===== src/rtl/db2lin_pkg.sv =====
// db2lin_pkg: shared constants, state encoding and mantissa tables for db_to_linear_gain.
// DB2LIN_HALF_DB_EN selects 0.5 dB input resolution (STEP=12, 12-entry table).
package db2lin_pkg;

    localparam int GAIN_W = 16;
    localparam int MANT_W = 13;
    localparam int DB_W = 9;
    localparam int Q_W = 6;

`ifdef DB2LIN_HALF_DB_EN
    localparam int DB_SCALE = 2;
    localparam logic signed [DB_W-1:0] STEP = 9'sd12;
`else
    localparam int DB_SCALE = 1;
    localparam logic signed [DB_W-1:0] STEP = 9'sd6;
`endif

    typedef enum logic [1:0] {
        IDLE,
        REDUCE,
        SCALE
    } state_t;

    // round(4096 * 10^(r/20)) for r = 0..5 dB
    localparam logic [MANT_W-1:0] LUT_DB [0:5] = '{
        13'd4096, 13'd4596, 13'd5157, 13'd5786, 13'd6492, 13'd7284
    };

    // round(4096 * 10^(h/40)) for h = 0..11 half-dB steps
    localparam logic [MANT_W-1:0] LUT_HALF_DB [0:11] = '{
        13'd4096, 13'd4339, 13'd4596, 13'd4868, 13'd5157, 13'd5462,
        13'd5786, 13'd6129, 13'd6492, 13'd6876, 13'd7284, 13'd7715
    };

endpackage


===== src/rtl/db2lin_mantissa_rom.sv =====
// db2lin_mantissa_rom: residual-dB index to 13-bit Q.12 mantissa.
// Table chosen by DB2LIN_HALF_DB_EN; out-of-range indices return 0.
module db2lin_mantissa_rom
    import db2lin_pkg::*;
(
    input  logic [3:0]        idx,
    output logic [MANT_W-1:0] mantissa
);

`ifdef DB2LIN_HALF_DB_EN
    assign mantissa = (idx < 4'd12) ? LUT_HALF_DB[idx] : '0;
`else
    assign mantissa = (idx < 4'd6) ? LUT_DB[idx[2:0]] : '0;
`endif

endmodule


===== src/rtl/db_to_linear_gain.sv =====
// db_to_linear_gain: signed dB gain to unsigned Q4.12 linear gain via octave reduction + mantissa LUT.
// DB2LIN_HALF_DB_EN switches the input LSB to 0.5 dB.
module db_to_linear_gain
    import db2lin_pkg::*;
#(
    parameter int MIN_DB = -72,
    parameter int MAX_DB = 12
) (
    input  logic                   clock,
    input  logic                   reset,
    input  logic                   start,
    input  logic signed [DB_W-1:0] input_db,
    output logic [GAIN_W-1:0]      output_gain,
    output logic                   busy,
    output logic                   done
);

    localparam logic signed [DB_W-1:0] MIN_LIM = DB_W'(MIN_DB * DB_SCALE);
    localparam logic signed [DB_W-1:0] MAX_LIM = DB_W'(MAX_DB * DB_SCALE);

    state_t                  state, state_n;
    logic signed [DB_W-1:0]  d, d_n;
    logic signed [Q_W-1:0]   q, q_n;
    logic                    mute, mute_n;
    logic [GAIN_W-1:0]       gain_n;
    logic                    busy_n, done_n;
    logic [MANT_W-1:0]       mantissa;
    logic [Q_W-1:0]          amt;
    logic [GAIN_W-1:0]       wide, shifted;

    db2lin_mantissa_rom u_rom (
        .idx      (d[3:0]),
        .mantissa (mantissa)
    );

    // Each octave is treated as exactly x2, so the exponent q is a plain shift.
    assign wide    = {{(GAIN_W-MANT_W){1'b0}}, mantissa};
    assign amt     = q[Q_W-1] ? Q_W'(-q) : Q_W'(q);
    assign shifted = q[Q_W-1] ? (wide >> amt) : (wide << amt);

    always_comb begin
        state_n = state;
        d_n     = d;
        q_n     = q;
        mute_n  = mute;
        gain_n  = output_gain;
        busy_n  = busy;
        done_n  = 1'b0;
        case (state)
            IDLE: begin
                busy_n = start;
                if (start) begin
                    state_n = REDUCE;
                    d_n     = (input_db > MAX_LIM) ? MAX_LIM : input_db;
                    mute_n  = input_db < MIN_LIM;
                    q_n     = '0;
                end
            end
            REDUCE: begin
                if (mute || (!d[DB_W-1] && d < STEP)) begin
                    state_n = SCALE;
                end else if (d >= STEP) begin
                    d_n = d - STEP;
                    q_n = q + 6'sd1;
                end else begin
                    d_n = d + STEP;
                    q_n = q - 6'sd1;
                end
            end
            SCALE: begin
                gain_n  = mute ? '0 : shifted;
                done_n  = 1'b1;
                state_n = IDLE;
            end
            default: state_n = IDLE;
        endcase
    end

    always_ff @(posedge clock) begin
        if (!reset) begin
            state       <= IDLE;
            d           <= '0;
            q           <= '0;
            mute        <= 1'b0;
            output_gain <= '0;
            busy        <= 1'b0;
            done        <= 1'b0;
        end else begin
            state       <= state_n;
            d           <= d_n;
            q           <= q_n;
            mute        <= mute_n;
            output_gain <= gain_n;
            busy        <= busy_n;
            done        <= done_n;
        end
    end

endmodule


===== config.mk =====
export PLATFORM = sky130hd
export DESIGN_NAME = db_to_linear_gain
export DESIGN_NICKNAME = d
export VERILOG_FILES = /design/src/rtl/db2lin_pkg.sv /design/src/rtl/db2lin_mantissa_rom.sv /design/src/rtl/db_to_linear_gain.sv
export SDC_FILE = /design/constraint.sdc
export NUM_CORES = 1
export LEC_CHECK = 0
export ABC_AREA = 1
export BUFFER_PORTS_ARGS = -buffer_cell sky130_fd_sc_hd__buf_2
export CAP_MARGIN = 25
export CELL_PAD_IN_SITES_DETAIL_PLACEMENT = 1
export CELL_PAD_IN_SITES_GLOBAL_PLACEMENT = 1
export CORE_MARGIN = 4
export CORE_UTILIZATION = 45
export CTS_BUF_LIST = sky130_fd_sc_hd__clkbuf_8
export DETAILED_ROUTE_END_ITERATION = 8
export GPL_TIMING_DRIVEN = 0
export PLACE_DENSITY_LB_ADDON = 0.1
export SLEW_MARGIN = 20
export SYNTH_ARGS = -nofsm -noshare
export SYNTH_HDL_FRONTEND = slang
export SYNTH_HIERARCHICAL = 1
export SYNTH_SLANG_ARGS = --single-unit

===== constraint.sdc =====
create_clock -name clock -period 3.74 [get_ports clock]
set_input_delay 0.374 -clock clock [delete_from_list [all_inputs] [get_ports clock]]
set_output_delay 0.374 -clock clock [all_outputs]
set_load 0.1 [all_outputs]

==> results.py, run 1 <==
metrics = {
    "setup_path": {
        "r2r_slack_ps": 1030,
        "cp_top_family": "simple AND/OR/NAND/NOR gates",
        "slowest_stage": "dfxtp_1",
        "cp.arrival_ps": 2930,
        "crit_type": "reg -> reg",
        "rr_worst_depth": 19,
        "crit_chain": "ha_1 -> inv_1 -> nand2_1 -> nor2_1 -> inv_1 -> nor3_1 -> ha_1 -> inv_1 -> nand3_1 -> nand2_1 -> inv_1 -> ha_1 -> inv_1 -> nand2_1 -> nand3_1 -> nand2_1 -> nand2_1 -> nand3_1 -> a21oi_1",
        "cp-end-kind": "flip-flop",
        "crit_fanout": 7,
        "startpoint": "d[1]",
        "slowest_delay_ps": 420,
        "r2r_start": "d[1]",
        "required_ps": 3960,
        "worstReg2RegEnd": "q[4]",
        "critPathBufInv": 5,
        "cp-start-kind": "flip-flop",
    },
    "die": {
        "coreArea_mm2": 0.00737,
        "start_util": 0.473,
        "io_pins": 30,
        "die_w_um": 96.0,
        "row_count": 31,
        "fp.dieH_um": 96.0,
        "dieArea_mm2": 0.00922,
    },
    "sta": {
        "hold_slack_ps": 405,
        "finClkSkew_ps": 5.45,
        "tns_ps": 0,
        "worst_pin_slew_ps": 603,
        "max_slew_margin": 0.598,
        "finalCriticalPeriod_ps": 2710,
        "fin_crit_sh": 0.725,
        "report.final.setup_viol": 0,
        "hold_violations": 0,
        "rsz0062_at_grt": "no",
        "drv_slew": 0,
        "setup_ws_ps": 1030,
        "max_freq_mhz": 369,
    },
    "clock_tree": {
        "clock-sinks": 36,
        "cts_made_buffers": 5,
        "htree_levels": 2,
        "cts_buffer_depth": 2,
        "post_cts_resized": 0,
        "cts_tree": "yes",
        "clock-root-buffer": "clkbuf_8",
        "post-cts-setup-buffers": 0,
        "clk_latency_ps": 290,
        "clkTransAtPathRegs_ps": 90,
        "hold_buffers": 0,
    },
    "power_and_ir_drop": {
        "p_leak_nw": 1.80,
        "power_w": 0.00220,
        "power_density_mw_per_mm2": 572,
        "irDropWorstVdd_v": 0.000234,
    },
    "layout": {
        "fillers": 1094,
        "drive_above_1_share": 0.174,
        "n_antenna_cell": 0,
        "nets": 638,
        "syn2layout_area_growth_pct": 10.5,
    },
    "min_path": {
        "hold_path.class": "in -> reg",
        "hold_end": "q[0]",
        "worstHoldStart": "reset",
        "hold_depth": 3,
    },
    "synth": {
        "avgSynthCellArea_um2": 5.99,
        "syn-cell-area_mm2": 0.00348,
        "syn_inst": 582,
        "ys_ff_latch": 36,
        "syn_nets": 602,
        "yosysWarnings": 6,
        "yosysUniqueCellTypes": 42,
        "yosysSeqAreaShare": 0.207,
    },
    "global_route": {
        "grtUsageTotal": 0.277,
        "grt_pass1_vias": 4173,
        "grt_first_pass_wirelength_um": 20100,
        "grt_overflow_total": 0,
        "grt_max_degree": 13,
        "grt_antenna_before_repair": 0,
    },
    "drt": {
        "first_pass_iters": 5,
        "vias": 4107,
        "drc": 0,
        "drt_iter0_drc": 171,
        "postRouteAntennaNets": 0,
        "wl_um": 12100,
        "via_per_inst": 5.72,
        "wl_per_cell_um": 16.8,
    },
    "placed_design": {
        "pre_cts_slack_ps": 1030,
        "io_buffers": 29,
        "hpwl_um": 9740,
        "gp_congestion": 0.916,
    },
    "status": {
        "status": "complete, no violations",
    },
    "job": {
        "drv_cap": 0,
    },
}
sequential cells by signal, indices dropped and copies added (netlist names):
register	cells
d	9
output_gain	16
mute	1
busy	1
q	6
done	1
state	2
tightest hold or removal path: stages:
cell and delay [ps]:
buf_2 160, o21ai_0 90, a21oi_1 40
through the flow:
step	utilization	instances	instance area (um^2)
6_report	0.522	718	3850
5_1_grt	0.522	718	3850
4_1_cts	0.522	718	3850
3_5_place_dp	0.509	710	3750
3_3_place_gp	0.509	710	3750
2_1_floorplan	-	582	3480
logic make-up after synthesis:
logic type / after synthesis / synth area share
adder cells (fa/ha/maj): 8 / 0.0287
AO/OA/AOI/OAI: 113 / 0.182
flip-flops: 36 / 0.207
buffers and inverters: 83 / 0.121
AND/OR/NAND/NOR: 339 / 0.448
XOR/XNOR: 3 / 0.0129
area by class of cell:
type	instances	area, um^2	area share
Buffer	28	195	0.0507
Timing Repair Buffer	29	145	0.0377
Multi-Input combinational cell	463	2340	0.608
Tap cell	99	124	0.0322
Clock buffer	6	82.6	0.0214
Clock inverter	2	13.8	0.00357
Inverter	55	228	0.0591
Sequential cell	36	721	0.187
Yosys cell counts:
| master | n | area share |
|---|---|---|
| nor3_1 | 6 | 0.0086 |
| nand3_1 | 82 | 0.12 |
| buf_2 | 9 | 0.013 |
| a21oi_1 | 50 | 0.072 |
| or2_2 | 8 | 0.014 |
| nor2_4 | 1 | 0.0032 |
| nand3b_1 | 1 | 0.0022 |
| bufinv_8 | 1 | 0.0050 |
| nand4_1 | 9 | 0.016 |
| o21ai_2 | 1 | 0.0025 |
| nand3_2 | 3 | 0.0086 |
| a31oi_1 | 4 | 0.0072 |
| buf_6 | 8 | 0.026 |
| nor4_1 | 3 | 0.0054 |
| nor3_4 | 1 | 0.0047 |
| inv_1 | 45 | 0.048 |
| inv_2 | 7 | 0.0075 |
| dfxtp_1 | 36 | 0.21 |
| nand3_4 | 1 | 0.0050 |
| nand2_4 | 3 | 0.0097 |
| ha_1 | 8 | 0.029 |
| a21oi_2 | 6 | 0.015 |
| and2_1 | 1 | 0.0018 |
| nand2_1 | 166 | 0.18 |
| o211ai_1 | 4 | 0.0086 |
| o31ai_1 | 3 | 0.0065 |
| nor2_2 | 8 | 0.014 |
| nor2_1 | 40 | 0.043 |
| o21ai_1 | 10 | 0.014 |
| clkinv_4 | 1 | 0.0025 |
| clkbuf_1 | 6 | 0.0065 |
| o211a_1 | 1 | 0.0029 |
| inv_4 | 1 | 0.0018 |
| o21ai_0 | 32 | 0.046 |
| xor2_4 | 1 | 0.0079 |
| or2_1 | 1 | 0.0018 |
| o21ai_4 | 1 | 0.0047 |
| nand2_2 | 4 | 0.0072 |
| xor2_1 | 2 | 0.0050 |
| buf_4 | 5 | 0.011 |
| nand2_8 | 1 | 0.0057 |
| o21bai_1 | 1 | 0.0022 |
metal layers:
| layer | vias to the layer above | GRT usage | share of wire |
|---|---|---|---|
| met2 | 112 | 0.501 | 0.51 |
| met5 | - | 0 | 0 |
| met3 | 26 | 0.0297 | 0.042 |
| met4 | 0 | 0.0829 | 0.024 |
| met1 | 1976 | 0.342 | 0.43 |
| li1 | 1993 | - | - |
how the worst max path moves through the flow:
stage,slack [ps],cells past startpoint,to
after floorplan,1440,19,q[4]
after global placement,1090,19,q[4]
after global routing,710,19,q[4]
after detailed placement,1030,19,q[4]
final,1030,19,q[4]
after CTS,1000,19,q[4]
where the power goes:
part / internal (W) / total [W] / switching [W]
Sequential: 0.000423 / 0.000471 / 0.0000483
Combinational: 0.000446 / 0.00142 / 0.000973
Clock: 0.000151 / 0.000312 / 0.000161
cell usage in the layout, fill, tap and decap left out, types with 9 or more instances in the layout:
master | netlist | routed
inv_1 | 45 | 45
nand2_1 | 166 | 166
o21ai_0 | 32 | 32
buf_2 | 9 | 38
nor2_1 | 40 | 40
nand3_1 | 82 | 82
a21oi_1 | 50 | 50
o21ai_1 | 10 | 10
dfxtp_1 | 36 | 36
nand4_1 | 9 | 9
Power figures use the tool's default switching activity.
==> inputs of run 2 (changes only) <==
Settings changed: CORE_UTILIZATION 45 to 39.
Clock period 3.74 ns to 2.25 ns, I/O delays scaled along.
==> results.py, run 2 (synthesized netlist as in run 1, its figures left out) <==
metrics = {
    "sta": {
        "hold_violations": 0,
        "finalCriticalPeriod_ps": 2260,
        "max_freq_mhz": 443,
        "fin_crit_sh": 1.00,
        "setup_ws_ps": -6.70,
        "tns_ps": -6.70,
        "worst_pin_slew_ps": 614,
        "finClkSkew_ps": 7.53,
        "max_slew_margin": 0.591,
        "report.final.setup_viol": 1,
        "rsz0062_at_grt": "yes",
        "drv_slew": 0,
    },
    "layout": {
        "stdcell_count": 748,
        "largest_reg_flops": 16,
        "syn2layout_area_growth_pct": 24.1,
        "nets": 659,
        "drive_above_1_share": 0.273,
        "final_cell_mix": "nand2_1, nand3_1, a21oi_1",
        "reg_top3": "output_gain x16, d x9, q x6",
        "top_register": "output_gain",
        "mostFrequentLayoutCell": "nand2_1",
        "n_antenna_cell": 0,
    },
    "placed_design": {
        "hpwl_um": 9780,
        "dpl.cell_count": 719,
        "pre_cts_slack_ps": -423,
        "gp_congestion": 0.899,
        "io_buffers": 29,
    },
    "die": {
        "fp.dieH_um": 103,
        "start_util": 0.400,
        "row_count": 34,
        "die_w_um": 103,
        "io_pins": 30,
        "coreArea_mm2": 0.00872,
        "dieArea_mm2": 0.0105,
    },
    "clock_tree": {
        "clk_latency_ps": 300,
        "clock-sinks": 36,
        "clkTransAtPathRegs_ps": 80,
        "cts_buffer_depth": 2,
        "htree_levels": 2,
        "cts_made_buffers": 5,
        "clock-root-buffer": "clkbuf_8",
        "hold_buffers": 0,
        "cts_tree": "yes",
    },
    "global_route": {
        "grt_antenna_before_repair": 0,
        "grt_overflow_total": 0,
        "grtUsageTotal": 0.260,
        "grt_first_pass_wirelength_um": 21500,
        "grt_pass1_vias": 4324,
        "grt_max_degree": 13,
    },
    "setup_path": {
        "cp.arrival_ps": 2430,
        "crit_type": "reg -> reg",
        "cp-end-kind": "flip-flop",
        "cp-start-kind": "flip-flop",
        "required_ps": 2420,
        "crit_fanout": 7,
    },
    "drt": {
        "postRouteAntennaNets": 0,
        "drc": 0,
        "met3_length_um": 425,
        "wl_met1_um": 5630,
        "vias": 4167,
        "routed.top_layer": "met4",
        "via_per_inst": 5.57,
        "wl_um": 13300,
        "met2_length_um": 6850,
        "first_pass_iters": 4,
        "wl_per_cell_um": 17.8,
        "drt_iter0_drc": 148,
    },
    "power_and_ir_drop": {
        "irDropWorstVdd_v": 0.000372,
        "power_density_mw_per_mm2": 964,
        "p_leak_nw": 1.97,
    },
    "min_path": {
        "hold_path.class": "in -> reg",
    },
    "status": {
        "violations": "negative setup slack",
        "status": "finished, violations left",
    },
    "job": {
        "drv_cap": 0,
    },
}
-- run 2: cell count changes in the layout (fill, tap and decap cells not counted), moves of 6 or more --
cell,delta
o21ai_0,-6
dfxtp_1,-7
nand2_2,+7
nand2_1,-9
buf_2,-6
inv_1,-6
nand3_2,+7
buf_4,+18
nand3_1,-8
-- run 2: repair_timing --
item / 4_1_cts / 5_1_grt
setup buffers: 12 / 6
resized for setup: 34 / 47
gates cloned: 1 / 2
pin swaps: 12 / 14
endpoints found under the setup margin: 31 / 30
-- run 2: path summary, 6_finish.rpt --
check	endpoint	slack, ps	depth (start not counted)	from
setup / recovery	d[3]	-7	14	d[1]
hold / removal	d[0]	240	3	input_db[0]
setup reg to reg	d[3]	-7	14	d[1]
hold reg to reg	output_gain[7]	470	2	output_gain[7]
-- run 2: metal layers --
metal,GRT usage,up-vias
met1,0.324,2007
met5,0,-
met2,0.462,88
li1,-,2044
met3,0.0264,28
met4,0.0949,0
-- run 2: final cells by class --
type	instances	area, um^2
repair buffers	49	330
multi-input cells	464	2530
inverters	55	230
clock inverters	3	42.5
plain buffers	28	241
well taps	108	135
clock buffers	5	68.8
flip-flops and latches	36	742
fillers	1217	4400
-- run 2: per-stage QoR --
step	hold WS, ps	utilization	total power [W]	cell area (um^2)
4_1_cts	243	0.469	0.00394	4090
6_report	236	0.496	0.00417	4320
5_1_grt	274	0.496	0.00453	4320
3_3_place_gp	450	0.432	0.00309	3760
2_1_floorplan	363	-	0.00253	3480
3_5_place_dp	458	0.432	0.00312	3760
-- run 2: where the power goes --
group / internal, W / switching (W) / leakage, nW
combinational: 0.000973 / 0.00182 / 1.62
clock: 0.000328 / 0.000260 / 0.0541
sequential: 0.000711 / 0.0000802 / 0.297
total: 0.00201 / 0.00216 / 1.97
-- run 2: critical path, stage by stage, from the launching register on --
cell and delay [ps]:
dfxtp_4 360, ha_4 150, inv_2 50, nand2_1 50, nor2_1 90, inv_1 70, nor3_2 120, ha_1 260
inv_2 110, nand2_4 80, inv_1 230, o21ai_0 150, or2_2 290, nand3_1 70, a21oi_1 60
==> inputs of run 3 (changes only) <==
Clock period 2.25 ns to 1.8 ns, I/O delays scaled along.
==> results.py, run 3 (synthesized netlist as in run 1, its figures left out) <==
metrics = {
    "clock_tree": {
        "clk_latency_ps": 300,
        "cts_tree": "yes",
        "clock-root-buffer": "clkbuf_8",
        "cts_buffer_depth": 2,
        "htree_levels": 2,
        "cts_made_buffers": 5,
        "clock-sinks": 36,
        "clkTransAtPathRegs_ps": 80,
    },
    "layout": {
        "top_register": "output_gain",
        "largest_reg_flops": 16,
        "syn2layout_area_growth_pct": 46.9,
        "fillers": 1127,
        "n_antenna_cell": 0,
        "final_cell_mix": "nand2_1, nand3_2, nand2_2",
        "final_core_util": 0.587,
        "final_design_area_no_fill_mm2": 0.00512,
        "nets": 682,
        "mostFrequentLayoutCell": "nand2_1",
        "reg_top3": "output_gain x16, d x9, q x6",
        "drive_above_1_share": 0.474,
    },
    "sta": {
        "tns_ps": -11560,
        "finalCriticalPeriod_ps": 2380,
        "worst_pin_slew_ps": 688,
        "setup_ws_ps": -581,
        "fin_crit_sh": 1.32,
        "drv_slew": 0,
        "report.final.setup_viol": 31,
        "rsz0062_at_grt": "yes",
        "finClkSkew_ps": 7.04,
        "hold_slack_ps": 209,
        "max_freq_mhz": 420,
        "max_slew_margin": 0.541,
        "hold_violations": 0,
    },
    "drt": {
        "drt_iter0_drc": 254,
        "wl_per_cell_um": 20.6,
        "postRouteAntennaNets": 0,
        "via_per_inst": 5.87,
        "drc": 0,
        "wl_um": 15900,
        "vias": 4523,
        "first_pass_iters": 5,
    },
    "global_route": {
        "grt_first_pass_wirelength_um": 21900,
        "grt_antenna_before_repair": 0,
        "grt_max_degree": 12,
        "grtUsageTotal": 0.266,
        "grt_pass1_vias": 4438,
        "grt_overflow_total": 0,
    },
    "status": {
        "violations": "negative setup slack",
        "status": "finished, violations left",
    },
    "placed_design": {
        "dpl_cell_area_mm2": 0.00380,
        "io_buffers": 29,
        "hpwl_um": 9690,
        "gp_congestion": 0.901,
    },
    "setup_path": {
        "slowest_delay_ps": 360,
        "crit_fanout": 5,
        "cp-end-kind": "flip-flop",
        "slowest_stage": "dfxtp_4",
        "cp.arrival_ps": 2610,
        "crit_type": "reg -> reg",
        "cp-start-kind": "flip-flop",
        "crit_chain": "ha_4 -> inv_4 -> nand2_2 -> nor2_2 -> inv_2 -> nor3_2 -> ha_1 -> inv_2 -> nand2_4 -> buf_6 -> nand2_2 -> nand2_2 -> inv_2 -> nor2_4 -> nand2_1 -> nand2_1 -> nand3_1 -> nand2_1 -> nor2_1",
        "required_ps": 2030,
    },
    "die": {
        "coreArea_mm2": 0.00872,
        "fp.dieH_um": 103,
        "io_pins": 30,
        "row_count": 34,
        "start_util": 0.400,
        "dieArea_mm2": 0.0105,
        "die_w_um": 103,
    },
    "power_and_ir_drop": {
        "p_leak_nw": 2.24,
        "irDropWorstVdd_v": 0.000645,
        "power_w": 0.00655,
        "power_density_mw_per_mm2": 1280,
    },
    "min_path": {
        "hold_path.class": "in -> reg",
    },
    "job": {
        "drv_cap": 0,
    },
}
[run 3: report_power, final]
| part | total [W] | internal, W | leakage [nW] | switching [W] |
|---|---|---|---|---|
| combinational | 0.00482 | 0.00182 | 1.88 | 0.00300 |
| sequential | 0.00100 | 0.000891 | 0.298 | 0.000112 |
| clock | 0.000722 | 0.000406 | 0.0593 | 0.000316 |
| total | 0.00655 | 0.00312 | 2.24 | 0.00343 |
[run 3: routing by layer]
layer,GRT usage,vias up,part of all wire
li1,-,2093,-
met1,0.324,2218,0.41
met2,0.473,151,0.51
met3,0.0345,61,0.040
met4,0.103,0,0.039
met5,0,-,0
[run 3: through the flow]
stage / std cells / worst slack, ps
6_report: 771 / -581
5_1_grt: 771 / -739
4_1_cts: 748 / -490
3_5_place_dp: 719 / -824
3_3_place_gp: 719 / -749
2_1_floorplan: 582 / -287
[run 3: critical path: cells and delay by family (launching register included)]
| kind | cells | cell delay (ps) |
|---|---|---|
| simple gates | 12 | 1070 |
| fa+ha+maj | 2 | 430 |
| buf+inv | 5 | 460 |
| flops | 1 | 360 |
[run 3: final cells by class]
type | instances | area (um^2) | area share
timing repair buffer | 74 | 573 | 0.112
clock buffer | 5 | 68.8 | 0.0134
tap | 108 | 135 | 0.0264
inverter | 55 | 245 | 0.0479
clock inverter | 3 | 38.8 | 0.00758
buffer | 27 | 241 | 0.0472
multi-input combinational | 463 | 3070 | 0.600
sequential | 36 | 746 | 0.146
[run 3: worst paths after layout]
| kind | from | endpoint | slack, ps | depth (start not counted) |
|---|---|---|---|---|
| max | d[2] | q[5] | -580 | 19 |
| min | input_db[4] | d[4] | 210 | 3 |
| max reg2reg | d[2] | q[5] | -580 | 19 |
| min reg2reg | output_gain[1] | output_gain[1] | 470 | 2 |
[run 3: timing repair]
item	4_1_cts	5_1_grt
cloned	2	2
buffers inserted	19	22
pin swaps	15	64
hold buffers	0	0
endpoints found under the setup margin	31	31
resized for setup	113	120
